`config.mk`:
```
export PLATFORM = sky130hd
export DESIGN_NAME = branch_unit
export DESIGN_NICKNAME = d
export VERILOG_FILES = /design/src/rtl/branch_unit.sv
export SDC_FILE = /design/constraint.sdc
export NUM_CORES = 1
export LEC_CHECK = 0
export ABC_AREA = 1
export BUFFER_PORTS_ARGS = -buffer_cell sky130_fd_sc_hd__buf_2
export CAP_MARGIN = 20
export CORE_ASPECT_RATIO = 1.2
export CORE_MARGIN = 4
export CORE_UTILIZATION = 33
export CTS_BUF_LIST = sky130_fd_sc_hd__clkbuf_4
export DETAILED_ROUTE_END_ITERATION = 12
export GPL_TIMING_DRIVEN = 0
export PLACE_DENSITY_LB_ADDON = 0.05
export SETUP_SLACK_MARGIN = 0.3
export SLEW_MARGIN = 0
export SYNTH_ARGS = -nofsm -noshare
export SYNTH_HDL_FRONTEND = slang
export SYNTH_SLANG_ARGS = --single-unit
```
`constraint.sdc`:
```
create_clock -name clk -period 2.83 [get_ports clk]
set_input_delay 0 -clock clk [delete_from_list [all_inputs] [get_ports clk]]
set_output_delay 0 -clock clk [all_outputs]
set_load 0.005 [all_outputs]
```
`src/rtl/branch_unit.sv`:
```
// branch_unit: decodes MIPS-style conditional branches, resolves them and returns a registered result.
// Define BRANCH_UNIT_PREDICTOR_EN to add the 2-bit saturating counter predictor table.
module branch_unit #(
  parameter int W        = 32,
  parameter int IDX_BITS = 6
) (
  input  logic          clk,
  input  logic          reset,
  input  logic          in_valid,
  output logic          in_ready,
  input  logic [31:0]   ir,
  input  logic [31:0]   pc,
  input  logic [W-1:0]  rs_val,
  input  logic [W-1:0]  rt_val,
  input  logic          flush,
  output logic          out_valid,
  input  logic          out_ready,
  output logic          out_is_branch,
  output logic          out_taken,
  output logic          out_link,
  output logic          out_mispredict
);

  localparam int ENTRIES = 1 << IDX_BITS;

  logic [5:0] opcode;
  logic [4:0] rt_field;
  logic       rs_neg;
  logic       rs_zero;
  logic       dec_branch;
  logic       dec_taken;
  logic       dec_link;
  logic       pred;
  logic       capture;
  logic       handshake;

  logic valid_q, valid_d;
  logic is_branch_q, is_branch_d;
  logic taken_q, taken_d;
  logic link_q, link_d;
  logic mispredict_q, mispredict_d;

  // Fields the decoder never looks at; reduced here so they are consumed.
  logic unused_bits;
  assign unused_bits = ^{pc, ir[25:21], ir[15:0]};

  assign opcode   = ir[31:26];
  assign rt_field = ir[20:16];
  assign rs_neg   = rs_val[W-1];
  assign rs_zero  = (rs_val == '0);

  assign in_ready  = (!valid_q || out_ready) && !flush;
  assign capture   = in_valid && in_ready;
  assign handshake = valid_q && out_ready && !flush;

  always_comb begin
    dec_branch = 1'b0;
    dec_taken  = 1'b0;
    dec_link   = 1'b0;
    unique case (opcode)
      6'b000100: begin dec_branch = 1'b1; dec_taken = (rs_val == rt_val); end
      6'b000101: begin dec_branch = 1'b1; dec_taken = (rs_val != rt_val); end
      6'b000110: begin dec_branch = 1'b1; dec_taken = rs_neg || rs_zero; end
      6'b000111: begin dec_branch = 1'b1; dec_taken = !rs_neg && !rs_zero; end
      6'b000001: begin
        unique case (rt_field)
          5'b00000: begin dec_branch = 1'b1; dec_taken = rs_neg; end
          5'b00001: begin dec_branch = 1'b1; dec_taken = !rs_neg; end
          5'b10000: begin dec_branch = 1'b1; dec_taken = rs_neg;  dec_link = 1'b1; end
          5'b10001: begin dec_branch = 1'b1; dec_taken = !rs_neg; dec_link = 1'b1; end
          default: ;
        endcase
      end
      default: ;
    endcase
  end

`ifdef BRANCH_UNIT_PREDICTOR_EN
  logic [IDX_BITS-1:0] idx;
  logic [IDX_BITS-1:0] idx_q, idx_d;
  logic [1:0]          table_q [ENTRIES];
  logic [1:0]          table_d [ENTRIES];

  // Prediction reads the registered table, so a same-cycle update is never seen.
  assign idx  = pc[IDX_BITS+1:2];
  assign pred = table_q[idx][1];

  always_comb begin
    idx_d   = capture ? idx : idx_q;
    table_d = table_q;
    if (handshake && is_branch_q) begin
      if (taken_q && table_q[idx_q] != 2'b11)
        table_d[idx_q] = table_q[idx_q] + 2'd1;
      else if (!taken_q && table_q[idx_q] != 2'b00)
        table_d[idx_q] = table_q[idx_q] - 2'd1;
    end
  end

  always_ff @(posedge clk or negedge reset) begin
    if (!reset) begin
      idx_q <= '0;
      for (int i = 0; i < ENTRIES; i++)
        table_q[i] <= 2'b01;
    end else begin
      idx_q   <= idx_d;
      table_q <= table_d;
    end
  end
`else
  assign pred = 1'b0;
`endif

  always_comb begin
    valid_d      = valid_q;
    is_branch_d  = is_branch_q;
    taken_d      = taken_q;
    link_d       = link_q;
    mispredict_d = mispredict_q;
    if (flush) begin
      valid_d = 1'b0;
    end else if (capture) begin
      valid_d      = 1'b1;
      is_branch_d  = dec_branch;
      taken_d      = dec_taken;
      link_d       = dec_link;
      mispredict_d = dec_branch && (dec_taken != pred);
    end else if (handshake) begin
      valid_d = 1'b0;
    end
  end

  always_ff @(posedge clk or negedge reset) begin
    if (!reset) begin
      valid_q      <= 1'b0;
      is_branch_q  <= 1'b0;
      taken_q      <= 1'b0;
      link_q       <= 1'b0;
      mispredict_q <= 1'b0;
    end else begin
      valid_q      <= valid_d;
      is_branch_q  <= is_branch_d;
      taken_q      <= taken_d;
      link_q       <= link_d;
      mispredict_q <= mispredict_d;
    end
  end

  assign out_valid      = valid_q;
  assign out_is_branch  = is_branch_q;
  assign out_taken      = taken_q;
  assign out_link       = link_q;
  assign out_mispredict = mispredict_q;

endmodule

```
-- After elaboration in Yosys (flattened, before gate mapping)
Cells that the tools add are included.
- output and inout bits: 6
- register bits after elaboration: 5
- word-level logic and storage cells: 46
- bitwise gates (word level): 1
- multiplexer cells: 9
- equal/unequal tests: 10
- reduce and logical (&&, ||, !) cells: 21
- operators with widths (cell ; number):
    $eq A32 B32 Y1 ; 1
    $logic_not A32 Y1 ; 1
    $ne A32 B32 Y1 ; 1
    $eq A6 B3 Y1 const B ; 4
    $eq A5 B5 Y1 const B ; 2
    $reduce_or A4 Y1 ; 2
    $eq A6 B1 Y1 const B ; 1
    $logic_and A1 B1 Y1 ; 6
    $mux W1 ; 6
    $reduce_or A2 Y1 ; 3
    $eq A5 B1 Y1 const B ; 1
    $logic_not A5 Y1 ; 1
    $pmux W1 S5 ; 1
    $logic_not A1 Y1 ; 4
    $pmux W1 S2 ; 2
    $reduce_bool A3 Y1 ; 1
    $logic_or A1 B1 Y1 ; 2
    $reduce_and A2 Y1 ; 1
    $not A1 Y1 ; 1

-- Logic depth before layout (Yosys ltp)
- word-level depth: 6
- gate-level depth with buffers: 13
- depth with buffers taken out: 13

-- Worst setup path after synthesis
No wires, ideal clock.
- path kind: flip-flop to flip-flop
- start point: register valid_q, in the netlist out_valid
- end point: register link_q, in the netlist out_link
- library setup time: 77 ps
- path buffers: 0
- arrival: 999 ps
- period minus slack after synthesis: 1076 ps
- stages on the path, launching flop included: 8
- slack: 1754 ps
- path through: dfrtp_1 -> nand2_1 -> inv_2 -> nor2_1 -> nand2_4 -> inv_1 -> nand2_1 -> o21ai_1
- word-level cells in the longest chain between the ends: 5
- ends and longest elaborated chain (element ; RTL line ; source):
    from (decl) ; 37 ; logic valid_q, valid_d;
    from (signal assigned) ; 140 ; valid_q <= valid_d;
    $logic_not A1 Y1 ; 52 ; assign in_ready = (!valid_q || out_ready) && !flush;
    $logic_or A1 B1 Y1 ; 52 ;
    $logic_and A1 B1 Y1 ; 52 ;
    named net in_ready ; 10 ; output logic in_ready,
    $logic_and A1 B1 Y1 ; 53 ; assign capture = in_valid && in_ready;
    $reduce_and A2 Y1 (no source line) ; -- ;
    to (signal assigned) ; 143 ; link_q <= link_d;
    to (decl) ; 40 ; logic link_q, link_d;
The timed path passes the listed nets, and every way through them passes these cells.
A chain may end at the register's enable or synchronous reset.

-- Worst setup path after layout
- start point: register valid_q, in the netlist out_valid
- end point: register link_q, in the netlist out_link
- word-level cells in the longest chain between the ends: 5
- ends and longest elaborated chain (element ; RTL line):
    $logic_not A1 Y1 ; 52
    $logic_or A1 B1 Y1 ; 52
    $logic_and A1 B1 Y1 ; 52
    $logic_and A1 B1 Y1 ; 53
    $reduce_and A2 Y1 (no source line) ; --
No other way between the ends.

==> key figures <==
Die
  – DIE AREA: 3808 um2
  – IO Pins: 139
  – DIE WIDTH: 57 um
  – Rows: 21
  – Initial Util: 0.3414
  – Die height: ~67 um
  – Core Area: 2785 um2

GRT
  – Vias in the first global route: 1191
  – GRT Overall Usage: 0.1415
  – Gr ovfl total: 0
  – Initial antenna violation count: 0
  – Pin count of the biggest net entering global routing: 7
  – First-pass GRT wire length: roughly 4.5 mm

Placed design
  – Buffers on Ports: 85
  – Placed cell area: 1419 um2
  – Gp weighted congestion: 0.7518
  – Placed cells: around 300
  – DP HPWL: approximately 2.5 mm

Synthesis
  – Mapped Nets: between 300 and 400
  – Cell taking the most area after synthesis: nand2_1
  – Synth Register Bits: 5
  – Synth cell types: 19
  – Synth Instances: between 150 and 200
  – Mapped cell area: 950.9 um2
  – Ys Warns: 0
  – Syn Area/Cell: approximately 5.4 um2
  – Async set or reset register ratio after synthesis: 1.000
  – Share of the synthesized area in the top cell type: 0.2566
  – Post-synth EDFFs: 0
  – Synth top cells by count: nand2_1 (65), nor2_1 (31), inv_1 (24)
  – Top-count cell post-synth: nand2_1
  – Main flop type after synthesis: dfrtp_1
  – Synth area leaders: nand2_1 (26%), xnor2_1 (21%), dfrtp_1 (13%)
  – Seq/Total Area, Yosys: 0.1316

Route
  – Vias: 1277
  – Post-route ant nets: 0
  – Post-route DRC: 0
  – TritonRoute pass-1 iters: 4
  – Vias per cell: approximately 4.2
  – DR iter-0 viols: 35
  – Avg WL per Cell: 8.771 um
  – Routed WL: 2.640 mm

Power
  – Lkg Pwr: slightly below 0.9 nW
  – Pwr/cell area: ~220 nW/um2
  – VDD IR max: roughly 0.24 mV

Timing
  – Endpoints failing setup: 0
  – FMAX: 910.9 MHz
  – Slew @ Worst Pin: approximately 0.26 ns
  – Setup TNS: 0 ns
  – Fin. max-slew vios: 0
  – Worst slew margin: 0.8283
  – Clk_skew: around 0.00055 ns
  – Period Utilization, post-route: 0.3879
  – RSZ-0062 raised after global routing: no
  – Tmin final: ~1.1 ns
  – Final hold violation count: 0

Clocking
  – Clk Latency, worst-skew pair: roughly 0.24 ns
  – Clock transition at path regs: 0.04 ns
  – Num CTS Buffers: 3
  – Max Root-Sink Buffers: 2
  – CTS tree: built
  – Clk sinks: 5
  – CTS H-tree depth: 1
  – Clock root cell: clkbuf_4
  – Post-CTS Setup Inserts: 0

Status
  – Run status: finished, final reports clean

Final layout
  – Layout Cells excl Fill: 301
  – Register area: 125.1 um2
  – # diodes: 0
  – Fin util: 0.5274
  – Post-route cell area: 1469 um2
  – Layout cell share with drive strength beyond 1: 0.3633
  – Number of fill cells: 325
  – Multi-input gate area: 724.4 um2
  – Layout net count: 401
  – P&R area growth vs syn: 54.47%

Worst setup path
  – WP data arrival: 1.26 ns
  – CP startpoint kind: flop
  – Worst reg-to-reg setup slack: about 1.7 ns
  – Max FO, Critical Path: 6
  – Crit path required time: 2.99 ns
  – Critical path class: flop to flop
  – RR Startpoint: out_valid
  – Crit end category: flop
  – CP Launch Point: out_valid

Run
  – Max Cap Violations: 0

Hold path
  – Hold Crit Class: input pin to flop
  – Hold_sp: ir[20]
## through the flow
stage / power, mW / hold slack (ns) / setup WS (ns)
CTS: 0.3273 / 0.02567 / 1.711
global route: 0.3554 / 0.03962 / 1.591
finish: 0.3222 / 0.02331 / 1.732
global placement: 0.2329 / -0.1839 / 1.710
floorplan: 0.1518 / -0.2956 / 1.754
detailed placement: 0.2342 / -0.1849 / 1.714
## what timing repair did
action | CTS | global route
resized for setup | 0 | 0
hold buffers | 2 | 0
hold endpoints to repair | 6 | 0
## path summary, 6_finish.rpt
check                                       to  depth (start not counted)
worst min-delay path                  out_link                          3
max in group asynchronous        out_is_branch                          2
worst max-delay path                  out_link                          7
worst max register to register        out_link                          7
worst min register to register   out_is_branch                          1
min in group asynchronous       out_mispredict                          2
## cell usage in the layout, fill, tap and decap left out, types with 4 or more instances in the layout
cell type / n
nand2_1: 65
nand3_1: 6
clkbuf_4: 4
inv_1: 24
nand4_1: 7
nor2_1: 31
dfrtp_1: 5
xnor2_1: 23
buf_2: 85
## layer usage
layer / vias up / GRT usage / routed length [um]
li1: 714 / - / -
met1: 501 / 0.1782 / 1098
met2: 60 / 0.2400 / 1189
met3: 2 / 0.03488 / 333
met4: 0 / 0.03478 / 19
met5: - / 0 / 0
## where the power goes
group,internal [mW],switching (mW),total (mW)
clock,0.0626,0.0259,0.0885
combinational,0.0847,0.0732,0.158
sequential,0.0746,0.00117,0.0758
## state kept, by name, indices dropped and copies added, names as in the netlist
signal / cells
out_is_branch: 1
out_link: 1
out_mispredict: 1
out_taken: 1
out_valid: 1
## final cells by class
cell class | instances | area share
multi-input cells | 144 | 0.4932
repair buffers | 87 | 0.3032
flip-flops and latches | 5 | 0.08518
inverters | 27 | 0.06899
well taps | 34 | 0.02896
clock buffers | 4 | 0.02044
## cell families (layout without fill, tap and decap cells)
group,Yosys count,after routing,synth area share
AO/OA/AOI/OAI,4,4,0.02368
AND/OR/NAND/NOR,117,117,0.5263
flip-flops,5,5,0.1316
XOR/XNOR,23,23,0.2118
buffers and inverters,27,118,0.1066
## critical path: stages, from the launching register on
cell	delay, ns
dfrtp_1	0.37
nand2_1	0.08
inv_2	0.04
nor2_1	0.18
nand2_4	0.10
inv_1	0.08
nand2_1	0.05
o21ai_1	0.13
Note: power is estimated with default switching activity, not from simulation.
